<file path="src/rtl/mouse_pkg.sv">
// Shared definitions for the PS/2 mouse receive path: FSM state encodings,
// error-code bit positions and the default inter-edge timeout.
package mouse_pkg;

   // Receiver FSM states. The encoding is also exported as a debug port.
   typedef enum logic [2:0] {
      IDLE   = 3'd0,
      DATA   = 3'd1,
      PARITY = 3'd2,
      STOP   = 3'd3,
      DONE   = 3'd4
   } rx_state_t;

   // Bit positions inside BYTE_ERROR_CODE.
   localparam int PAR_ERR  = 0;
   localparam int STOP_ERR = 1;

   // 500 us at a 100 MHz system clock.
   localparam int DEFAULT_TIMEOUT_CYCLES = 50000;

   // Value the parity bit must take so that data plus parity has odd weight.
   function automatic logic odd_parity(input logic [7:0] data);
      return ~^data;
   endfunction

endpackage

</file>
<file path="src/rtl/ps2_line_sync.sv">
// Two-flop synchroniser for one raw PS/2 line, followed by a falling-edge
// detector on the synchronised value. Lines idle high, so every flop resets
// to 1 to avoid a spurious edge when reset is released.
module ps2_line_sync (
   input  logic CLK,
   input  logic RESETN,
   input  logic line_raw,
   output logic line_synced,
   output logic fall_edge
);

   logic meta_q;
   logic sync_q;
   logic prev_q;

   // Synchroniser chain plus one history flop for edge detection.
   always_ff @(posedge CLK or negedge RESETN) begin
      if (!RESETN) begin
         meta_q <= 1'b1;
         sync_q <= 1'b1;
         prev_q <= 1'b1;
      end else begin
         // NOTE: non-blocking assignments so each flop takes its neighbour's pre-edge value; blocking would collapse the chain into one stage.
         meta_q <= line_raw;
         sync_q <= meta_q;
         prev_q <= sync_q;
      end
   end

   assign line_synced = sync_q;
   assign fall_edge   = prev_q & ~sync_q;

endmodule

</file>
<file path="src/rtl/mouse_receiver.sv">
// Host-side PS/2 receiver. Observes the mouse clock and data lines, shifts in
// an 11-bit device-to-host frame (start, D0..D7 LSB first, odd parity, stop),
// publishes the byte with parity/stop error flags and pulses BYTE_READY once.
module mouse_receiver
   import mouse_pkg::*;
#(
   parameter int TIMEOUT_CYCLES = DEFAULT_TIMEOUT_CYCLES
) (
   input  logic       CLK,
   input  logic       RESETN,
   input  logic       CLK_MOUSE_IN,
   input  logic       DATA_MOUSE_IN,
   input  logic       READ_ENABLE,
   output logic [7:0] BYTE_READ,
   output logic [1:0] BYTE_ERROR_CODE,
   output logic       BYTE_READY,
   output logic [2:0] MSReceiverState
);

   localparam int TW = $clog2(TIMEOUT_CYCLES + 1);
   localparam logic [TW-1:0] TIMEOUT_LIMIT = TW'(TIMEOUT_CYCLES);

   // Synchronised line views.
   logic clk_fall;
   logic clk_synced_unused;
   logic data_synced;
   logic data_fall_unused;

   // FSM state and datapath registers.
   rx_state_t     state_q,   state_d;
   logic [2:0]    bit_cnt_q, bit_cnt_d;
   logic [7:0]    shift_q,   shift_d;
   logic          parity_q,  parity_d;
   logic [TW-1:0] timer_q,   timer_d;
   logic [7:0]    byte_q,    byte_d;
   logic [1:0]    err_q,     err_d;
   logic          ready_q,   ready_d;

   logic in_frame;
   logic timed_out;

   ps2_line_sync u_clk_sync (
      .CLK         (CLK),
      .RESETN      (RESETN),
      .line_raw    (CLK_MOUSE_IN),
      .line_synced (clk_synced_unused),
      .fall_edge   (clk_fall)
   );

   ps2_line_sync u_data_sync (
      .CLK         (CLK),
      .RESETN      (RESETN),
      .line_raw    (DATA_MOUSE_IN),
      .line_synced (data_synced),
      .fall_edge   (data_fall_unused)
   );

   // The inter-edge watchdog only runs while a frame is being collected.
   assign in_frame  = (state_q == DATA) || (state_q == PARITY) || (state_q == STOP);
   assign timed_out = in_frame && (timer_q == TIMEOUT_LIMIT);

   // Next-state and datapath update; abort sources override edge processing.
   always_comb begin
      // NOTE: every signal assigned here gets a default first, so no path leaves one unassigned and no latch is inferred.
      state_d   = state_q;
      bit_cnt_d = bit_cnt_q;
      shift_d   = shift_q;
      parity_d  = parity_q;
      timer_d   = '0;
      byte_d    = byte_q;
      err_d     = err_q;
      ready_d   = 1'b0;

      if (!READ_ENABLE) begin
         // Host transmitter owns the bus: drop any partial frame silently.
         state_d = IDLE;
      end else if (timed_out) begin
         // Mouse stopped clocking mid-frame: abandon it, keep old outputs.
         state_d = IDLE;
      end else begin
         case (state_q)
            IDLE: begin
               // A falling edge with data high is line noise, not a start bit.
               if (clk_fall && !data_synced) begin
                  state_d   = DATA;
                  bit_cnt_d = 3'd0;
               end
            end

            DATA: begin
               if (clk_fall) begin
                  shift_d   = {data_synced, shift_q[7:1]};
                  bit_cnt_d = bit_cnt_q + 3'd1;
                  if (bit_cnt_q == 3'd7) begin
                     state_d = PARITY;
                  end
               end else begin
                  timer_d = timer_q + TW'(1);
               end
            end

            PARITY: begin
               if (clk_fall) begin
                  parity_d = data_synced;
                  state_d  = STOP;
               end else begin
                  timer_d = timer_q + TW'(1);
               end
            end

            STOP: begin
               if (clk_fall) begin
                  state_d          = DONE;
                  byte_d           = shift_q;
                  err_d[PAR_ERR]   = (parity_q != odd_parity(shift_q));
                  err_d[STOP_ERR]  = ~data_synced;
               end else begin
                  timer_d = timer_q + TW'(1);
               end
            end

            DONE: begin
               // Outputs were loaded on entry; the strobe follows one edge later.
               ready_d = 1'b1;
               state_d = IDLE;
            end

            default: begin
               state_d = IDLE;
            end
         endcase
      end
   end

   // State, datapath and output registers.
   always_ff @(posedge CLK or negedge RESETN) begin
      if (!RESETN) begin
         state_q   <= IDLE;
         bit_cnt_q <= 3'd0;
         shift_q   <= 8'h00;
         parity_q  <= 1'b0;
         timer_q   <= '0;
         byte_q    <= 8'h00;
         err_q     <= 2'b00;
         ready_q   <= 1'b0;
      end else begin
         state_q   <= state_d;
         bit_cnt_q <= bit_cnt_d;
         shift_q   <= shift_d;
         parity_q  <= parity_d;
         timer_q   <= timer_d;
         byte_q    <= byte_d;
         err_q     <= err_d;
         ready_q   <= ready_d;
      end
   end

   assign BYTE_READ       = byte_q;
   assign BYTE_ERROR_CODE = err_q;
   assign BYTE_READY      = ready_q;
   assign MSReceiverState = state_q;

endmodule
</file>
<file path="config.mk">
export PLATFORM = sky130hd
export DESIGN_NAME = mouse_receiver
export DESIGN_NICKNAME = d
export VERILOG_FILES = /design/src/rtl/mouse_pkg.sv /design/src/rtl/ps2_line_sync.sv /design/src/rtl/mouse_receiver.sv
export SDC_FILE = /design/constraint.sdc
export NUM_CORES = 1
export LEC_CHECK = 0
export ABC_AREA = 1
export CORE_AREA = 2 2 67 69
export DETAILED_ROUTE_END_ITERATION = 6
export DIE_AREA = 0 0 69 71
export PLACE_DENSITY = 0.84
export REMOVE_ABC_BUFFERS = 1
export SLEW_MARGIN = 20
export SYNTH_ARGS = -nofsm -noshare
export SYNTH_HDL_FRONTEND = slang
export SYNTH_SLANG_ARGS = --single-unit
</file>
<file path="constraint.sdc">
create_clock -name CLK -period 1.9 [get_ports CLK]
set_input_delay 0.38 -clock CLK [delete_from_list [all_inputs] [get_ports CLK]]
set_output_delay 0.38 -clock CLK [all_outputs]
set_load 0.02 [all_outputs]
</file>
==> key figures <==
Global route
  – First-pass GRT wire length: 7.42 mm
  – Initial antenna violation count: 0
  – Vias in the first global route: 1,744
  – Total Routing Usage GR: 18.9%
  – Grt ovf: 0
  – Largest net degree at the start of global routing: 30

Routing
  – Met2 WL post-DR: 1.97 mm
  – Detail Route met3 WL: 139 um
  – Initial DRC count: 101
  – Mean number of vias per cell: 5.09
  – Pre-antenna DRT Iters: 4
  – Max layer used: met4
  – DRC Markers: 0
  – Routed Antenna Nets: 0
  – Via count: 1,782
  – Drt total wl: 4.13 mm
  – Routed length per instance: 11.8 um
  – Routed length on met1: 1.92 mm

Timing
  – Clk_skew: 11.9 ps
  – Tmin final: 1820 ps
  – Max Freq: 0.548 GHz
  – RSZ-0062 raised after global routing: no
  – Final setup fails: 0
  – Slew HR: 71.3%
  – Transition time of the tightest slew-check pin: 430 ps
  – Setup TNS: 0 ps
  – Final hold violations: 14
  – Hold_ws: -5.96 ps
  – Slew Limit Fails: 0
  – Final period util: 96.1%

CTS
  – Htree depth: 2
  – Hold-fix buffers, CTS: 0
  – Clock Latency Late Sink: 310 ps
  – CTS max path bufs: 2
  – Total CTS buffers: 5
  – Postcts setup bufs: 0
  – CTS sink count: 47
  – CTS tree: yes
  – Worst-path clk slew: 90 ps
  – Root buffer cell: clkbuf_8

Synthesis
  – Sequential area share after synthesis: 50.9%
  – Synth Area in Adders: 2.16%
  – Ys Warns: 0
  – Cells after Synth: 274
  – Yosys reg bits: 47
  – Largest family of logic cells by synthesized area: simple AND/OR/NAND/NOR gates
  – Simple-gate area share of the yosys netlist: 29.3%
  – Mean Syn Cell Area: 8.47 sq um
  – Ys flop type: dfrtp_1
  – Post-Synth XOR/XNOR Area: 3.77%
  – Synth cell types: 25
  – EDFF count, synth: 0
  – Ys async rst share: 100%
  – Cell area after synthesis: 2320 sq um
  – Mux cell area share after synthesis: 0%
  – Compound-Gate Fraction of Synth Area: 5.93%

Setup path
  – Startpoint types: flop
  – Cell count along the critical path: 1
  – Worst Setup End Kind: primary output
  – CP arrival: 1440 ps
  – Reg2reg start: u_clk_sync.prev_q$_DFF_PN1_
  – Top delay family on crit path: buffers and inverters
  – CP Launch Point: MSReceiverState[1]$_DFFE_PN0P_
  – Cell chain of the critical path: clkdlybuf4s50_1
  – R2r setup slk: 230 ps
  – Reg2Reg Depth: 7
  – Bufs and invs on worst path: 1
  – Master of the slowest instance on the critical path: clkdlybuf4s50_1
  – Critical path peak fanout: 5
  – Crit-path max cell delay: 650 ps
  – Crit path to: MSReceiverState[1]
  – Required @ worst endpoint: 1520 ps
  – RR Endpoint: bit_cnt_q[0]$_DFFE_PN0P_
  – Kind of critical path: flop to primary output

Status
  – Failing checks: hold timing
  – Status: finished, violations left

Floorplan
  – I/O Pins: 19
  – Die Y: 71 um
  – Die area: 4900 sq um
  – Core Box Area: 4200 sq um
  – Row count: 24
  – Initial Util: 55.2%
  – Die Wd: 69 um

Layout
  – Filler cells: 360
  – Number of diodes: 0
  – Area Overhead vs Synth: 14.5%
  – Layout cell share with drive strength beyond 1: 10.4%
  – Final #Nets: 306

Job
  – Max_cap viols: 0

Place
  – Routability congestion estimate: 0.851
  – Post-DP HPWL: 2.88 mm
  – Port Buf Inserts: 18

Power and ir drop
  – VDD IR max: 0.000524 V
  – Tot Pwr: 2.29 mW
  – Leakage power: 1.21 nW
  – Pwr/cell area: 863 nW/um^2

Hold path
  – Min-Delay Path Class: input port to async pin
registers in the layout, summed over array words and instances, names as in the netlist:
name / flops
BYTE_ERROR_CODE: 2
BYTE_READ: 8
BYTE_READY: 1
MSReceiverState: 3
bit_cnt_q: 3
parity_q: 1
shift_q: 8
timer_q: 16
u_clk_sync.line_synced: 1
u_clk_sync.meta_q: 1
u_clk_sync.prev_q: 1
u_data_sync.line_synced: 1
u_data_sync.meta_q: 1
placed cells by master (no fill, tap or decap):
cell	synthesis	routed
clkinv_4	0	1
dfrtp_1	42	41
nor3b_1	1	1
dfstp_2	5	5
o21ai_2	2	2
dfrtp_2	0	1
nor3_1	10	9
xor2_1	7	7
nor2_1	38	38
buf_4	1	1
xnor2_1	3	3
clkbuf_8	0	5
nor2_2	2	2
buf_12	0	1
nand3b_4	2	2
inv_6	0	2
and3_1	2	2
inv_1	37	37
nor3_2	0	1
nand3_1	14	14
o21ai_0	19	19
nand3_4	1	1
nand4_4	0	1
ha_1	4	4
nor2_4	2	2
buf_2	0	1
nand2_1	66	66
nand4_1	5	5
a21oi_2	0	1
nand2_2	2	2
a21oi_1	5	4
clkdlybuf4s50_1	0	17
power breakdown:
group,internal [mW],switching (mW)
logic,0.193,0.315
registers,1.07,0.0841
clock network,0.271,0.358
total,1.54,0.757
metal layers:
metal | up-vias | GRT usage, %
li1 | 912 | -
met5 | - | 0
met2 | 33 | 30.6
met4 | 0 | 8.50
met1 | 827 | 24.2
met3 | 10 | 4.70
worst min-delay path by stage:
stage	to	slack, ps	depth (start not counted)
after CTS	shift_q[6]$_DFFE_PN0P_	3	1
final	shift_q[6]$_DFFE_PN0P_	-6	1
after floorplan	BYTE_ERROR_CODE[0]$_DFFE_PN0P_	80	0
after detailed placement	shift_q[6]$_DFFE_PN0P_	340	1
after global routing	shift_q[6]$_DFFE_PN0P_	10	1
after global placement	shift_q[6]$_DFFE_PN0P_	340	1
cell type report:
type | instances | area, sq um | share of cell area [%]
clock buffer | 5 | 68.8 | 2.59
clock inverter | 3 | 26.3 | 0.989
inverter | 37 | 139 | 5.23
multi-input combinational | 186 | 972 | 36.6
sequential | 47 | 1180 | 44.5
tap | 52 | 65.1 | 2.45
timing repair buffer | 20 | 203 | 7.63
synth_stat cells, types with 3 or more instances:
master   instances  area [sq um]
nor2_1          38           143
nor3_1          10          50.1
nand3_1         14          70.1
xnor2_1          3          26.3
dfrtp_1         42          1050
xor2_1           7          61.3
nand4_1          5          31.3
a21oi_1          5          25.0
o21ai_0         19          95.1
dfstp_2          5           131
inv_1           37           139
nand2_1         66           248
ha_1             4          50.1
logic make-up after synthesis:
family          Yosys count
fa+ha+maj                 4
compound gates           26
flops                    47
simple gates            146
xor+xnor                 10
buf+inv                  41
per-stage QoR:
| step | area [sq um] | cells | hold slack [ps] | setup slack (ps) | utilization, % |
|---|---|---|---|---|---|
| 2_1_floorplan | 2280 | 270 | 84.4 | 447 | - |
| 6_report | 2660 | 350 | -5.96 | 75.0 | 63.2 |
| 5_1_grt | 2660 | 350 | 12.1 | 16.7 | 63.2 |
| 3_3_place_gp | 2540 | 342 | 343 | 273 | 60.5 |
| 4_1_cts | 2640 | 350 | 2.94 | 2.09 | 62.8 |
| 3_5_place_dp | 2540 | 342 | 344 | 141 | 60.5 |
timing repair:
action / 4_1_cts / 5_1_grt
setup endpoints to repair: 0 / 8
gates resized for setup: 0 / 4
hold endpoints to repair: 0 / 0
No activity file was read; power rests on OpenSTA's default activity.
